<file path="config.mk">
export PLATFORM = sky130hd
export DESIGN_NAME = fifo_pkt_reader
export DESIGN_NICKNAME = d
export VERILOG_FILES = /design/src/rtl/fifo_pkt_pkg.sv /design/src/rtl/fifo_pkt_reader_skid.sv /design/src/rtl/fifo_pkt_reader.sv
export SDC_FILE = /design/constraint.sdc
export NUM_CORES = 1
export LEC_CHECK = 0
export ABC_AREA = 1
export BUFFER_PORTS_ARGS = -buffer_cell sky130_fd_sc_hd__buf_2
export CAP_MARGIN = 25
export CORE_MARGIN = 2
export CORE_UTILIZATION = 56
export DETAILED_ROUTE_END_ITERATION = 16
export PLACE_DENSITY = 0.81
export SLEW_MARGIN = 20
export SYNTH_ARGS = -nofsm -noshare
export SYNTH_HDL_FRONTEND = slang
export SYNTH_SLANG_ARGS = --single-unit
</file>
<file path="constraint.sdc">
create_clock -name clk -period 1.8 [get_ports clk]
set_input_delay 0.18 -clock clk [delete_from_list [all_inputs] [get_ports clk]]
set_output_delay 0.18 -clock clk [all_outputs]
set_load 0.1 [all_outputs]
</file>
<file path="src/rtl/fifo_pkt_pkg.sv">
// Shared definitions for the FIFO packet reader: FSM states and header layout.
package fifo_pkt_pkg;

   typedef enum logic [1:0] {
      HDR_REQ  = 2'd0,
      HDR_WAIT = 2'd1,
      PAYLOAD  = 2'd2,
      DROP     = 2'd3
   } state_t;

   // Header word: payload length lives in the low bits, upper bits are ignored.
   localparam int HDR_LEN_LSB = 0;
   localparam int HDR_LEN_W   = 16;
   localparam int DEF_MAX_LEN = 64;

endpackage

</file>
<file path="src/rtl/fifo_pkt_reader_skid.sv">
// Two-entry in-order valid/ready buffer carrying {data,last}.
// Outputs come straight from the head registers; the tail absorbs one extra beat.
module stream_skid2 #(
   parameter int W = 32
) (
   input  logic         clk,
   input  logic         rst_n,
   input  logic         i_valid,
   input  logic [W-1:0] i_data,
   input  logic         i_last,
   output logic         o_valid,
   output logic [W-1:0] o_data,
   output logic         o_last,
   input  logic         i_ready,
   output logic [1:0]   o_occ
);

   logic         r_h_vld, r_t_vld;
   logic         r_h_last, r_t_last;
   logic [W-1:0] r_h_data, r_t_data;
   logic         w_pop;

   assign w_pop   = r_h_vld && i_ready;
   assign o_valid = r_h_vld;
   assign o_data  = r_h_data;
   assign o_last  = r_h_last;
   assign o_occ   = {1'b0, r_h_vld} + {1'b0, r_t_vld};

   // Head refills from tail (if any) or from the incoming beat; tail only fills when head is stuck.
   always_ff @(posedge clk or negedge rst_n) begin
      if (!rst_n) begin
         r_h_vld  <= 1'b0;
         r_h_data <= '0;
         r_h_last <= 1'b0;
         r_t_vld  <= 1'b0;
         r_t_data <= '0;
         r_t_last <= 1'b0;
      end else if (!r_h_vld || w_pop) begin
         if (r_t_vld) begin
            r_h_vld  <= 1'b1;
            r_h_data <= r_t_data;
            r_h_last <= r_t_last;
            r_t_vld  <= i_valid;
            if (i_valid) begin
               r_t_data <= i_data;
               r_t_last <= i_last;
            end
         end else begin
            r_h_vld <= i_valid;
            if (i_valid) begin
               r_h_data <= i_data;
               r_h_last <= i_last;
            end
         end
      end else if (i_valid) begin
         r_t_vld  <= 1'b1;
         r_t_data <= i_data;
         r_t_last <= i_last;
      end
   end

endmodule

</file>
<file path="src/rtl/fifo_pkt_reader.sv">
// Read-side consumer of the word FIFO: parses length-prefixed packets and
// streams payload words out with an end-of-packet flag.
module fifo_pkt_reader
   import fifo_pkt_pkg::*;
#(
   parameter int WORD_SIZE = 32,
   parameter int LEN_W     = HDR_LEN_W,
   parameter int MAX_LEN   = DEF_MAX_LEN,
   parameter int CNT_W     = 16
) (
   input  logic                 clk,
   input  logic                 rst_n,
   output logic                 fifo_rd_en,
   input  logic                 fifo_empty,
   input  logic [WORD_SIZE-1:0] fifo_data,
   output logic [WORD_SIZE-1:0] m_data,
   output logic                 m_valid,
   output logic                 m_last,
   input  logic                 m_ready,
   output logic                 pkt_done,
   output logic [CNT_W-1:0]     pkt_count,
   output logic                 err_len,
   input  logic                 err_clr
);

   state_t           r_state, w_next;
   logic [LEN_W-1:0] r_remain;
   logic [LEN_W-1:0] w_len;
   logic             r_pending, r_pend_last, r_armed;
   logic             w_rd_en, w_enq, w_hs, w_too_long, w_credit;
   logic [1:0]       w_occ;
   logic             r_done, r_err;
   logic [CNT_W-1:0] r_count;

   assign w_len      = fifo_data[HDR_LEN_LSB +: LEN_W];
   assign w_too_long = w_len > LEN_W'(MAX_LEN);
   assign w_credit   = (3'(w_occ) + 3'(r_pending)) < 3'd2;
   assign w_hs       = m_valid && m_ready && m_last;
   // Any word in flight while in PAYLOAD was issued in PAYLOAD (HDR_WAIT never issues).
   assign w_enq      = r_pending && (r_state == PAYLOAD);

   assign fifo_rd_en = w_rd_en;
   assign pkt_done   = r_done;
   assign pkt_count  = r_count;
   assign err_len    = r_err;

   // Next-state and read-issue decode.
   always_comb begin
      w_next  = r_state;
      w_rd_en = 1'b0;
      case (r_state)
         HDR_REQ: begin
            if (r_armed && !fifo_empty) begin
               w_rd_en = 1'b1;
               w_next  = HDR_WAIT;
            end
         end
         HDR_WAIT: begin
            if (w_len == '0)     w_next = HDR_REQ;
            else if (w_too_long) w_next = DROP;
            else                 w_next = PAYLOAD;
         end
         PAYLOAD: begin
            w_rd_en = !fifo_empty && (r_remain != '0) && w_credit;
            if ((r_remain == '0) && !r_pending) w_next = HDR_REQ;
         end
         DROP: begin
            w_rd_en = !fifo_empty && (r_remain != '0);
            if ((r_remain == '0) && !r_pending) w_next = HDR_REQ;
         end
         default: w_next = HDR_REQ;
      endcase
   end

   // FSM state, in-flight tracking and remaining payload count.
   always_ff @(posedge clk or negedge rst_n) begin
      if (!rst_n) begin
         r_state     <= HDR_REQ;
         r_pending   <= 1'b0;
         r_pend_last <= 1'b0;
         r_remain    <= '0;
         r_armed     <= 1'b0;
      end else begin
         r_armed     <= 1'b1;
         r_state     <= w_next;
         r_pending   <= w_rd_en;
         r_pend_last <= w_rd_en && (r_remain == LEN_W'(1));
         if (r_state == HDR_WAIT) begin
            r_remain <= w_len;
         end else if (w_rd_en && ((r_state == PAYLOAD) || (r_state == DROP))) begin
            r_remain <= r_remain - LEN_W'(1);
         end
      end
   end

   // Packet-done pulse, delivered count and sticky length error (set beats clear).
   always_ff @(posedge clk or negedge rst_n) begin
      if (!rst_n) begin
         r_done  <= 1'b0;
         r_count <= '0;
         r_err   <= 1'b0;
      end else begin
         r_done <= w_hs;
         if (w_hs) r_count <= r_count + CNT_W'(1);
         if ((r_state == HDR_WAIT) && w_too_long) r_err <= 1'b1;
         else if (err_clr)                        r_err <= 1'b0;
      end
   end

   stream_skid2 #(.W(WORD_SIZE)) u_buf (
      .clk     (clk),
      .rst_n   (rst_n),
      .i_valid (w_enq),
      .i_data  (fifo_data),
      .i_last  (r_pend_last),
      .o_valid (m_valid),
      .o_data  (m_data),
      .o_last  (m_last),
      .i_ready (m_ready),
      .o_occ   (w_occ)
   );

endmodule
</file>
==> metrics.cfg <==
[logic_synthesis]
synth.top_cell.area_share_pct=51.6
syn_nets=626
synth.distinct_cells=34
synth_top_cell_by_area=dfrtp_1
ys_ff_latch=107
ys_warn_count=0
netlist_top_cells_area=dfrtp_1, nand2_1, mux2_2, nor2_1, nand3_1
netlist_area_um2=5190
yosysSeqAreaShare_pct=51.6
syn_area_per_cell_um2=8.89
synthCells=584

[global_routing]
met2_usage_pct=39.8
grt_pass1_wl_mm=19.0
grt_util_met3_pct=3.76
track_usage_pct=23.5
antenna_found_initial=0
grt_max_degree=43
grt-ovfl-total=0
grt_busiest_layer=met2
grt_use_met1_pct=31.1
grt_pass1_vias=4116

[min_path]
worstHoldPathType=in2reg
hold_path_depth=2

[layout]
final_cell_area_um2=6170
final_nets=733
syn_to_final_growth_pct=18.9
diodes=0
drive_gt1_share_pct=28.7
fin_util_pct=67.8

[routing]
wl_per_cell_um=14.3
wirelength_mm=11.5
vias=4245
drt_pre_antenna_iters=4
ant_nets=0
drt_iter0_drc=239
drc=0
vias_per_cell=5.26

[timing]
final-hold-violation-count=0
setup_viol_count_final=3
rsz0062_at_grt=yes
worstMarginPinSlew_ns=0.511
max_clock_freq_ghz=0.529
drv_slew=0
finalCriticalPeriod_ns=1.89
setup_tns_ns=-0.128
relSlewSlack_pct=66.2
hold_ws_ns=0.0487
period_share_pct=105
final.setup_skew_ns=0.0167
worst_slack_ns=-0.0898

[floorplanning]
core_um2=9110
die_w_um=100
io_pins=90
die_area_um2=10100
initial_utilization_pct=57.0
row_count=35
die_h_um=100

[setup_path]
critPathRequiredTime_ns=1.62
ff2ff_path_depth=12
crit_path_frequent_cell=nand2_1
crit_path_cell_trace=ha_4 > nand2_1 > nand2_1 > a21oi_2 > nand2_2 > nand2_8 > buf_12
cpLargestDelayFamily=flip-flops
crit_buf_inv=1
crit_slowest_cell=dfrtp_4
critPathMaxFanout=3
crit_type=reg2out
critPathCaptureType=output port
max_stage_delay_ns=0.52
cp.arrival_ns=1.71
cp_num_cells=7
critPathLaunchType=register

[clocking]
insertion_delay_ns=0.38
htree_num_levels=3
clk_path_buf_depth=2
cts-root-buf=clkbuf_8
clock-sinks=107
cts_tree=done
cts.clk_slew.worst_paths_ns=0.11
numCtsBuffers=9

[place]
io_buffers=89
gp_congestion=0.869
placed_area_um2=5850
post-dp-hpwl_mm=8.28

[run_status]
status=finished, violations left
failed_checks=negative setup slack

[run]
max_cap_viol_count=0

## final timing paths
path	start	endpoint	slack [ns]
setup / recovery	u_buf.o_valid$_DFFE_PN0N_	fifo_rd_en	-0.09
hold / removal	fifo_data[16]	u_buf.r_t_data[16]$_DFFE_PN0P_	0.05
setup reg to reg	r_remain[1]$_DFFE_PN0P_	r_remain[13]$_DFFE_PN0P_	-0.03
hold reg to reg	u_buf.r_t_data[6]$_DFFE_PN0P_	u_buf.r_t_data[6]$_DFFE_PN0P_	0.51
max in group asynchronous	rst_n	u_buf.r_t_data[11]$_DFFE_PN0P_	1.01
min in group asynchronous	rst_n	u_buf.r_t_data[2]$_DFFE_PN0P_	0.22
## flip-flops by register name, summed over array words and instances (netlist names)
signal	flops
r_pend_last	1
u_buf.r_t_last	1
u_buf.o_valid	1
pkt_done	1
r_pending	1
r_armed	1
u_buf.o_data	32
u_buf.r_t_data	32
r_remain	16
u_buf.o_last	1
pkt_count	16
r_state	2
u_buf.r_t_vld	1
err_len	1
## cells by family after synthesis
| family | synth area share (%) |
|---|---|
| other | 0.0722 |
| buffers and inverters | 5.93 |
| and+or+nand+nor | 25.6 |
| DFF | 51.6 |
| xor gates and xnor gates | 2.87 |
| adders and majority gates | 1.20 |
| muxes | 6.87 |
| AOI/OAI and AO/OA | 5.90 |
## routing by layer
| metal | share of wire (%) | vias up |
|---|---|---|
| li1 | - | 2105 |
| met1 | 45 | 2045 |
| met2 | 50 | 76 |
| met3 | 3.1 | 19 |
| met4 | 1.9 | 0 |
| met5 | 0 | - |
## placed cells by master (no fill, tap or decap), types with 6 or more instances in the layout
| master | count |
|---|---|
| nand2_1 | 171 |
| dfrtp_1 | 97 |
| buf_2 | 87 |
| nor2_1 | 74 |
| nand3_1 | 40 |
| a31oi_1 | 33 |
| mux2_2 | 29 |
| inv_1 | 28 |
| buf_4 | 21 |
| o21ai_0 | 10 |
| xor2_1 | 10 |
| clkbuf_8 | 9 |
| dfrtp_2 | 9 |
| xnor2_1 | 7 |
| nor2_2 | 6 |
| nand3b_1 | 6 |
## through the flow
stage / setup WS, ns / instances
final: -0.0898 / 807
after detailed placement: 0.136 / 783
after floorplan: 0.00216 / 584
after global placement: 0.159 / 783
after CTS: -0.136 / 802
after global routing: -0.161 / 807
## synth_stat cells
cell type and n:
a21oi_1 4, a31oi_1 33, and2_1 1, buf_2 3
buf_4 2, buf_6 10, buf_8 1, clkbuf_1 6
clkinv_1 1, conb_1 1, dfrtp_1 107, ha_1 5
inv_1 30, inv_2 3, mux2_2 29, mux2_4 2
nand2_1 173, nand2_2 3, nand2_4 1, nand3_1 42
nand3_2 1, nand3b_1 6, nand4_1 2, nor2_1 78
nor2_2 2, nor2_4 3, nor3_1 4, o21ai_0 10
o21ai_1 1, o21ai_2 1, o21ai_4 1, or2_1 1
xnor2_1 7, xor2_1 10
## what timing repair did
| item | 4_1_cts | 5_1_grt |
|---|---|---|
| gates resized for setup | 2 | 15 |
| pin swaps | 4 | 3 |
| buffers inserted | 1 | 4 |
| endpoints found under the setup margin | 1 | 11 |
| hold buffers | 2 | 0 |
| gates cloned | 0 | 1 |
| endpoints found under the hold margin | 76 | 0 |
## final cells by class
class / count / area, um^2
Clock inverter: 7 / 68.8
Clock buffer: 9 / 124
Inverter: 34 / 128
Fill cell: 737 / 2930
Tap cell: 111 / 139
Sequential cell: 107 / 2690
Multi-Input combinational cell: 421 / 2270
Timing Repair Buffer: 118 / 756
Power is left out: the tool's default activity adds up to more than one toggle a clock period on the data nets, which glitch-free logic cannot reach.
